--- src/rtl/operand_fetch_ctrl_pkg.sv ---
// Shared sizing constants and FSM encoding for the operand fetch controller.
package operand_fetch_ctrl_pkg;

    localparam int unsigned REG_W = 16;
    localparam int unsigned REG_N = 8;
    localparam int unsigned IDX_W = 3;

    typedef enum logic [1:0] {
        StIdle,
        StRead,
        StHold
    } fetch_state_e;

endpackage

--- src/rtl/operand_scoreboard.sv ---
// Register scoreboard: tracks pending writes and flags read/write hazards
// for the currently latched instruction.
module operand_scoreboard
    import operand_fetch_ctrl_pkg::*;
#(
    parameter int unsigned REG_N = operand_fetch_ctrl_pkg::REG_N,
    parameter int unsigned IDX_W = operand_fetch_ctrl_pkg::IDX_W
) (
    input  logic             clock,
    input  logic             reset,
    input  logic             set_en,
    input  logic [IDX_W-1:0] set_idx,
    input  logic             wb_valid,
    input  logic [IDX_W-1:0] wb_dst,
    input  logic [IDX_W-1:0] src1,
    input  logic [IDX_W-1:0] src2,
    input  logic [IDX_W-1:0] dst,
    input  logic             dst_chk,
    output logic             hazard,
    output logic [REG_N-1:0] busy
);

    logic [REG_N-1:0] busy_q, busy_d;
    logic [REG_N-1:0] haz_vec;

    // A writeback landing this cycle resolves the hazard on its register.
    always_comb begin
        haz_vec = '0;
        for (int i = 1; i < REG_N; i++) begin
            haz_vec[i] = busy_q[i] && !(wb_valid && (wb_dst == IDX_W'(i)));
        end
    end

    assign hazard = haz_vec[src1] | haz_vec[src2] | (dst_chk & haz_vec[dst]);

    // Set is applied after clear so a same-cycle set/clear leaves the bit set.
    always_comb begin
        busy_d = busy_q;
        if (wb_valid) begin
            busy_d[wb_dst] = 1'b0;
        end
        if (set_en) begin
            busy_d[set_idx] = 1'b1;
        end
        busy_d[0] = 1'b0;
    end

    always_ff @(posedge clock) begin
        if (reset) begin
            busy_q <= '0;
        end else begin
            busy_q <= busy_d;
        end
    end

    assign busy = busy_q;

endmodule

--- src/rtl/operand_fetch_ctrl.sv ---
// Operand fetch controller: latches a decoded request, stalls on scoreboard
// hazards, forwards same-cycle writebacks and holds the operand bundle.
module operand_fetch_ctrl
    import operand_fetch_ctrl_pkg::*;
#(
    parameter int unsigned REG_W = operand_fetch_ctrl_pkg::REG_W,
    parameter int unsigned REG_N = operand_fetch_ctrl_pkg::REG_N,
    parameter int unsigned IDX_W = operand_fetch_ctrl_pkg::IDX_W
) (
    input  logic             clock,
    input  logic             reset,
    input  logic             req_valid,
    output logic             req_ready,
    input  logic [IDX_W-1:0] req_src1,
    input  logic [IDX_W-1:0] req_src2,
    input  logic [IDX_W-1:0] req_dst,
    input  logic             req_wr,
    output logic [IDX_W-1:0] rf_src1,
    output logic [IDX_W-1:0] rf_src2,
    input  logic [REG_W-1:0] rf_data1,
    input  logic [REG_W-1:0] rf_data2,
    output logic             op_valid,
    input  logic             op_ready,
    output logic [REG_W-1:0] op_a,
    output logic [REG_W-1:0] op_b,
    output logic [IDX_W-1:0] op_dst,
    output logic             op_wr,
    input  logic             wb_valid,
    output logic             wb_ready,
    input  logic [IDX_W-1:0] wb_dst,
    input  logic [REG_W-1:0] wb_data,
    output logic [IDX_W-1:0] rf_dst,
    output logic [REG_W-1:0] rf_wdata,
    output logic             rf_we,
    output logic [REG_N-1:0] busy
);

    fetch_state_e     state_q, state_d;
    logic [IDX_W-1:0] src1_q, src1_d, src2_q, src2_d, dst_q, dst_d;
    logic             wr_q, wr_d;
    logic [REG_W-1:0] op_a_q, op_a_d, op_b_q, op_b_d;
    logic [IDX_W-1:0] op_dst_q, op_dst_d;
    logic             op_wr_q, op_wr_d;
    logic             hazard, issue;
    logic [REG_W-1:0] fwd1, fwd2;

    operand_scoreboard #(
        .REG_N (REG_N),
        .IDX_W (IDX_W)
    ) u_scoreboard (
        .clock    (clock),
        .reset    (reset),
        .set_en   (issue && wr_q),
        .set_idx  (dst_q),
        .wb_valid (wb_valid),
        .wb_dst   (wb_dst),
        .src1     (src1_q),
        .src2     (src2_q),
        .dst      (dst_q),
        .dst_chk  (wr_q),
        .hazard   (hazard),
        .busy     (busy)
    );

    // R0 is hard zero and never takes a forwarded value.
    always_comb begin
        fwd1 = '0;
        fwd2 = '0;
        if (src1_q != '0) begin
            fwd1 = (wb_valid && (wb_dst == src1_q)) ? wb_data : rf_data1;
        end
        if (src2_q != '0) begin
            fwd2 = (wb_valid && (wb_dst == src2_q)) ? wb_data : rf_data2;
        end
    end

    assign issue = (state_q == StRead) && !hazard;

    always_comb begin
        state_d  = state_q;
        src1_d   = src1_q;
        src2_d   = src2_q;
        dst_d    = dst_q;
        wr_d     = wr_q;
        op_a_d   = op_a_q;
        op_b_d   = op_b_q;
        op_dst_d = op_dst_q;
        op_wr_d  = op_wr_q;
        unique case (state_q)
            StIdle: begin
                if (req_valid) begin
                    src1_d  = req_src1;
                    src2_d  = req_src2;
                    dst_d   = req_dst;
                    wr_d    = req_wr;
                    state_d = StRead;
                end
            end
            StRead: begin
                if (!hazard) begin
                    op_a_d   = fwd1;
                    op_b_d   = fwd2;
                    op_dst_d = dst_q;
                    op_wr_d  = wr_q;
                    state_d  = StHold;
                end
            end
            StHold: begin
                if (op_ready) begin
                    state_d = StIdle;
                end
            end
            default: state_d = StIdle;
        endcase
    end

    always_ff @(posedge clock) begin
        if (reset) begin
            state_q  <= StIdle;
            src1_q   <= '0;
            src2_q   <= '0;
            dst_q    <= '0;
            wr_q     <= 1'b0;
            op_a_q   <= '0;
            op_b_q   <= '0;
            op_dst_q <= '0;
            op_wr_q  <= 1'b0;
        end else begin
            state_q  <= state_d;
            src1_q   <= src1_d;
            src2_q   <= src2_d;
            dst_q    <= dst_d;
            wr_q     <= wr_d;
            op_a_q   <= op_a_d;
            op_b_q   <= op_b_d;
            op_dst_q <= op_dst_d;
            op_wr_q  <= op_wr_d;
        end
    end

    assign req_ready = (state_q == StIdle);
    assign op_valid  = (state_q == StHold);
    assign op_a      = op_a_q;
    assign op_b      = op_b_q;
    assign op_dst    = op_dst_q;
    assign op_wr     = op_wr_q;
    assign rf_src1   = src1_q;
    assign rf_src2   = src2_q;

    assign wb_ready  = 1'b1;
    assign rf_we     = wb_valid;
    assign rf_dst    = wb_dst;
    assign rf_wdata  = wb_data;

endmodule

--- config.mk ---
export PLATFORM = sky130hd
export DESIGN_NAME = operand_fetch_ctrl
export DESIGN_NICKNAME = d
export VERILOG_FILES = /design/src/rtl/operand_fetch_ctrl_pkg.sv /design/src/rtl/operand_scoreboard.sv /design/src/rtl/operand_fetch_ctrl.sv
export SDC_FILE = /design/constraint.sdc
export NUM_CORES = 1
export LEC_CHECK = 0
export BUFFER_PORTS_ARGS = -buffer_cell sky130_fd_sc_hd__buf_2
export CAP_MARGIN = 20
export CORE_UTILIZATION = 40
export CTS_BUF_LIST = sky130_fd_sc_hd__clkbuf_4 sky130_fd_sc_hd__clkbuf_8
export DETAILED_ROUTE_END_ITERATION = 12
export GPL_ROUTABILITY_DRIVEN = 0
export PLACE_DENSITY = 0.73
export REMOVE_ABC_BUFFERS = 1
export SLEW_MARGIN = 10
export SYNTH_ARGS = -nofsm -noshare
export SYNTH_HDL_FRONTEND = slang
export SYNTH_SLANG_ARGS = --single-unit
--- constraint.sdc ---
create_clock -name clock -period 4.5 [get_ports clock]
set_input_delay 1.125 -clock clock [delete_from_list [all_inputs] [get_ports clock]]
set_output_delay 1.125 -clock clock [all_outputs]
set_load 0.02 [all_outputs]
* Yosys cells after proc, flatten, opt, wreduce, memory -nomap -nowiden
Index checks and enable logic that the tools add are counted.
Widths: inputs -> output; s select.
** Storage, ports and cells
- Output and inout port bits :: 73
- Bits in writable memories :: 0
- Memories kept :: 0
- Bits in latches :: 0
- Register bits after elaboration :: 56
- Memory bits (read-only) :: 0
** Cells by class
- Bitwise logic cells :: 7
- Reductions and logical operators :: 34
- Shifts and indexed selects :: 0
- Add/subtract/negate cells :: 0
- $mul :: 0
- Divide/modulo/power cells :: 0
- $lt $le $gt $ge :: 6
- Eq/ne operators :: 14
- Muxes and demuxes :: 20
** Operators by type and width (count)
- $mux 16 :: 4
- $logic_and 1x1->1 :: 20
- $lt 3x4->1 const B :: 4
- $mux 8 :: 2
- $eq 3x3->1 const B :: 4
- $bmux 1 s3 :: 3
- $and 8x8->8 :: 1
- $logic_not 1->1 :: 8
- $not 8->8 :: 1
- $or 8x8->8 :: 1
- $demux 1 s3 :: 2
- $eq 3x2->1 const B :: 2
- $eq 3x3->1 :: 2
- $ge 3x1->1 const B :: 2
- $mux 2 :: 3
- $pmux 2 s3 :: 1
- $reduce_bool 3->1 :: 2
- $mux 1 :: 5
- $ne 2x2->1 const B :: 2
- $reduce_and 2->1 :: 2
- $eq 3x1->1 const B :: 1
- $reduce_and 3->1 :: 1
- $eq 2x1->1 const B :: 1
- $eq 2x2->1 const B :: 1
- 5 further kinds :: 6

* Longest topological paths before layout
- Word-level depth :: 12
- Depth in mapped cells :: 8

* Modules after synthesis
From an unflattened synthesis, not the netlist that was laid out.
** Unflattened totals
- Cell total of the unflattened synthesis :: 309
- Area, all modules :: 2718.9 µm²
** By module, submodules not included
- operand_fetch_ctrl :: area an instance 2144.6 µm², cells each 237, instances 1, seq. area each 960.9 µm²
- operand_scoreboard :: area an instance 574.3 µm², cells each 72, instances 1, seq. area each 140.1 µm²

* Worst setup path before layout
No wires, ideal clock.
- Path type :: input to register
- From :: input port wb_dst[2]
- To :: register op_a_q[0], in the netlist op_a[0]
- Buffers on the path :: 2
- Path slack :: 1.213 ns
- Data arrival time :: 3.164 ns
- Cell stages on the path :: 8
- Cell sequence :: buf_2 -> and4bb_1 -> o22ai_1 -> a311o_1 -> and3_1 -> nor4_4 -> buf_6 -> mux2_1
** Between the ends
- Longest elaborated chain between the ends :: 10
- Elaborated cells on any way between the ends :: 43
- Those cells by class :: 8 x eq/ne; 8 x mux; 4 x bitwise; 23 x reduce/logical
** RTL lines
- from (decl) :: line operand_fetch_ctrl.sv:30 : input logic [IDX_W-1:0] wb_dst,
- $eq 3x1->1, or another cell as far along :: line operand_scoreboard.sv:30 : haz_vec[i] = busy_q[i] && !(wb_valid && (wb_dst == IDX_W'(i)));
- $logic_and 1x1->1 :: line operand_scoreboard.sv:30
- $logic_not 1->1 :: line operand_scoreboard.sv:30
- $logic_and 1x1->1 :: line operand_scoreboard.sv:30
- $bmux 1 s3 :: line operand_scoreboard.sv:34 : assign hazard = haz_vec[src1] | haz_vec[src2] | (dst_chk & haz_vec[dst]);
- $mux 1 (not written as such) :: line operand_scoreboard.sv:34
- $or 1x1->1 or $and 1x1->1 (tied branches) :: line operand_scoreboard.sv:34
- $or 1x1->1 :: line operand_scoreboard.sv:34
- $not 1->1 (no source line)
- $reduce_and 2->1 (no source line)
- to (signal assigned) :: line operand_fetch_ctrl.sv:134 : op_a_q <= op_a_d;
- to (decl) :: line operand_fetch_ctrl.sv:41 : logic [REG_W-1:0] op_a_q, op_a_d, op_b_q, op_b_d;
Several ways; a longest one is shown, not always the timed one. The select of a mux whose other input is x is not followed.
A chain may end at the register's enable or synchronous reset.

* Final worst setup path
- From :: input port wb_dst[2]
- To :: register op_b_q[1], in the netlist op_b[1]
** Between the ends
- Longest elaborated chain between the ends :: 10
- Elaborated cells on any way between the ends :: 43
- Those cells by class :: 8 x eq/ne; 8 x mux; 4 x bitwise; 23 x reduce/logical
** RTL lines
- $eq 3x1->1, or another cell as far along :: line operand_scoreboard.sv:30
- $logic_and 1x1->1 :: line operand_scoreboard.sv:30
- $logic_not 1->1 :: line operand_scoreboard.sv:30
- $logic_and 1x1->1 :: line operand_scoreboard.sv:30
- $bmux 1 s3 :: line operand_scoreboard.sv:34
- $mux 1 (not written as such) :: line operand_scoreboard.sv:34
- $or 1x1->1 or $and 1x1->1 (tied branches) :: line operand_scoreboard.sv:34
- $or 1x1->1 :: line operand_scoreboard.sv:34
- $not 1->1 (no source line)
- $reduce_and 2->1 (no source line)
- to (signal assigned) :: line operand_fetch_ctrl.sv:135 : op_b_q <= op_b_d;
- to (decl) :: line operand_fetch_ctrl.sv:41
Several ways; a longest one is shown, not always the timed one. The select of a mux whose other input is x is not followed.

==> load_flow_metrics.sql <==
INSERT INTO impl_metrics (metric_group, metric, value, unit) VALUES
('routing', 'drt_iter0_drc', '90', ''),
('sta', 'hold_violations', '0', ''),
('cts', 'cts.root.buffer_cell', 'sky130_fd_sc_hd__clkbuf_8', ''),
('layout', 'area_delta_synth_final', '21.6', '%'),
('worst_hold_path', 'worstHoldEndpoint', 'state_q[0]', ''),
('synth', 'post-synth-top-area-fraction', '0.343', ''),
('sta', 'min_period_over_period', '0.693', ''),
('die', 'floorplan.io_pins', '139', ''),
('routing', 'drt-wirelength-per-cell', '14.0', 'um'),
('synth', 'synthCells', '363', ''),
('setup_path', 'rr_startpoint', 'rf_src2[1]', ''),
('die', 'row_count', '32', ''),
('cts', 'cts_resized', '0', ''),
('setup_path', 'cp_top_family', 'simple AND/OR/NAND/NOR gates', ''),
('setup_path', 'startpoint_kind_of_the_worst_setup_timing_path', 'input port', ''),
('layout', 'design.final.nets', '530', ''),
('global_route', 'grt_start_max_net_pins', '56', ''),
('job', 'cap_violations', '0', ''),
('layout', 'number_of_diodes', '0', ''),
('setup_path', 'max_stage_delay', '370', 'ps'),
('cts', 'cts_setup_buffers', '0', ''),
('setup_path', 'critical_path_cell_count', '8', ''),
('layout', 'post_route_cells_drive_above_1_share', '0.342', ''),
('routing', 'dr_total_vias', '2910', ''),
('cts', 'cts_htree_levels', '2', ''),
('place', 'placement.io_buffers', '136', ''),
('setup_path', 'worst-r2r-cell-count', '7', ''),
('cts', 'clock_path_buffers', '2', ''),
('synth', 'synth_area_per_cell', '8.83', 'um^2'),
('synth', 'synthFlopType', 'sky130_fd_sc_hd__dfxtp_1', ''),
('synth', 'asyncSetResetFlopFracSynth', '0', ''),
('sta', 'max_freq', '0.320', 'GHz'),
('setup_path', 'worst_ep_required_time', '4700', 'ps'),
('setup_path', 'buffering_stage_count_on_the_worst_path_with_inverters_included', '2', ''),
('setup_path', 'worst_ep_arrival_time', '3320', 'ps'),
('routing', 'avgViaCountPerCell', '5.13', ''),
('routing', 'routed_wirelength', '7940', 'um'),
('cts', 'tritoncts', 'yes', ''),
('run_status', 'outcome', 'finished clean', ''),
('global_route', 'track_usage', '0.192', ''),
('sta', 'final_period_minus_worst_setup_slack', '3120', 'ps'),
('synth', 'seq_area_frac_synth', '0.343', ''),
('synth', 'yosys-top-cells-count', '55 x sky130_fd_sc_hd__dfxtp_1, 38 x sky130_fd_sc_hd__nand2_1, 37 x sky130_fd_sc_hd__mux2i_1, 36 x sky130_fd_sc_hd__nor2_1, 34 x sky130_fd_sc_hd__nor2b_1', ''),
('sta', 'worstMarginPinSlew', '629', 'ps'),
('global_route', 'number_of_antenna_violations_at_the_first_check_in_global_routing', '0', ''),
('cts', 'clk_transition_reported_paths', '100', 'ps'),
('die', 'die_w', '91.5', 'um'),
('setup_path', 'endpoint_kind', 'flip-flop', ''),
('worst_hold_path', 'hold_path_startpoint', 'state_q[1]', ''),
('routing', 'dr.pass1.iters', '4', ''),
('synth', 'yosys_reg_bits', '55', ''),
('synth', 'yosys.cell_count.top_type', 'sky130_fd_sc_hd__dfxtp_1', ''),
('sta', 'report.final.setup_viol', '0', ''),
('synth', 'synth.largest_area_cell', 'sky130_fd_sc_hd__dfxtp_1', ''),
('global_route', 'first_global_vias', '2751', ''),
('synth', 'synth.cell_area', '0.00321', 'mm^2'),
('sta', 'setup_repair_after_global_routing_missed_its_margin', 'no', ''),
('sta', 'fin_setup_tns', '0', 'ps'),
('setup_path', 'worst-setup-path-type', 'input port to flip-flop', ''),
('power', 'power.total', '1.14', 'mW'),
('synth', 'number_of_distinct_library_cells_after_synthesis', '46', ''),
('place', 'dpl.hpwl', '5780', 'um'),
('die', 'coreArea', '0.00773', 'mm^2'),
('power', 'power_leakage', '2.00', 'nW'),
('setup_path', 'r2r_slack', '2010', 'ps'),
('die', 'fp.dieArea', '0.00838', 'mm^2'),
('routing', 'route.antenna.remaining_nets', '0', ''),
('routing', 'drcViolationCount', '0', ''),
('setup_path', 'critical_path.slowest_cell', 'sky130_fd_sc_hd__and4bb_1', ''),
('die', 'initial_utilization', '0.415', ''),
('sta', 'clock_skew', '7.26', 'ps');
## state kept, by name, indices dropped and copies added (netlist names)
| register | count |
|---|---|
| op_a | 16 |
| state_q | 2 |
| op_dst | 3 |
| wr_q | 1 |
| u_scoreboard.busy | 7 |
| rf_src2 | 3 |
| dst_q | 3 |
| op_b | 16 |
| rf_src1 | 3 |
| op_wr | 1 |
## cell usage in the layout (no fill, tap or decap), drive strengths merged, types with 4 or more instances in the layout
master | Yosys | final
nor2 | 36 | 36
a21oi | 10 | 10
nand3 | 6 | 6
clkbuf | 16 | 6
nand2 | 38 | 38
mux2i | 37 | 37
nor4 | 4 | 4
nor3 | 6 | 6
dfxtp | 55 | 55
mux2 | 32 | 32
nor2b | 34 | 34
xnor2 | 6 | 6
nand2b | 4 | 4
inv | 5 | 6
buf | 33 | 143
## logic make-up (layout without fill, tap and decap cells)
kind of cell | count (synthesis) | in the layout | synth area share
AO/OA/AOI/OAI | 33 | 33 | 0.0777
XOR/XNOR | 6 | 6 | 0.0164
buffers and inverters | 54 | 156 | 0.0995
flip-flops | 55 | 55 | 0.343
multiplexers | 69 | 69 | 0.228
other | 2 | 2 | 0.00234
AND/OR/NAND/NOR | 144 | 144 | 0.233
## final cells by class
type                            instances  area [um^2]
Clock inverter                          2         38.8
Fill cell                             728         3830
Multi-Input combinational cell        254         1800
Tap cell                              102          128
Timing Repair Buffer                  143          733
Sequential cell                        55         1100
Inverter                                5         18.8
Clock buffer                            6         82.6
## metal layers
layer  vias up  wire (um)  global-route usage  share of wire
li1       1423          -                   -              -
met5         -          0                   0              0
met3        10        555              0.0394          0.070
met4         0        142              0.0608          0.018
met2       133       3790               0.336           0.48
met1      1344       3460               0.233           0.44
## metrics by stage
| stage | setup slack (ps) | utilization | instances | hold slack (ps) |
|---|---|---|---|---|
| final | 1380 | 0.504 | 567 | 467 |
| after CTS | 1410 | 0.504 | 567 | 465 |
| after detailed placement | 1080 | 0.489 | 559 | 452 |
| after global routing | 1300 | 0.504 | 567 | 474 |
| after floorplan | 401 | - | 314 | 427 |
| after global placement | 1170 | 0.489 | 559 | 443 |
## worst register-to-register path: cells and delay by family, from the launching register on
kind | cells | cell delay [ps]
AND/OR/NAND/NOR | 3 | 630
flip-flops | 1 | 590
AO/OA/AOI/OAI | 2 | 410
multiplexers | 1 | 380
buffers and inverters | 1 | 370
## how the worst max path moves through the flow
stage	start	end	slack [ps]
2_1_floorplan	wb_dst[2]	op_b[10]	400
3_3_place_gp	wb_dst[2]	op_a[11]	1170
3_5_place_dp	wb_dst[2]	op_b[1]	1080
4_1_cts	wb_dst[2]	op_b[1]	1410
5_1_grt	wb_dst[2]	op_b[1]	1300
6_report	wb_dst[2]	op_b[1]	1380
## where the power goes
group	total [mW]	leakage, nW	internal, mW	switching (mW)
Sequential	0.533	0.446	0.508	0.0251
Combinational	0.259	1.50	0.107	0.152
Clock	0.346	0.0618	0.183	0.163
Note: power is estimated with default switching activity, not from simulation.
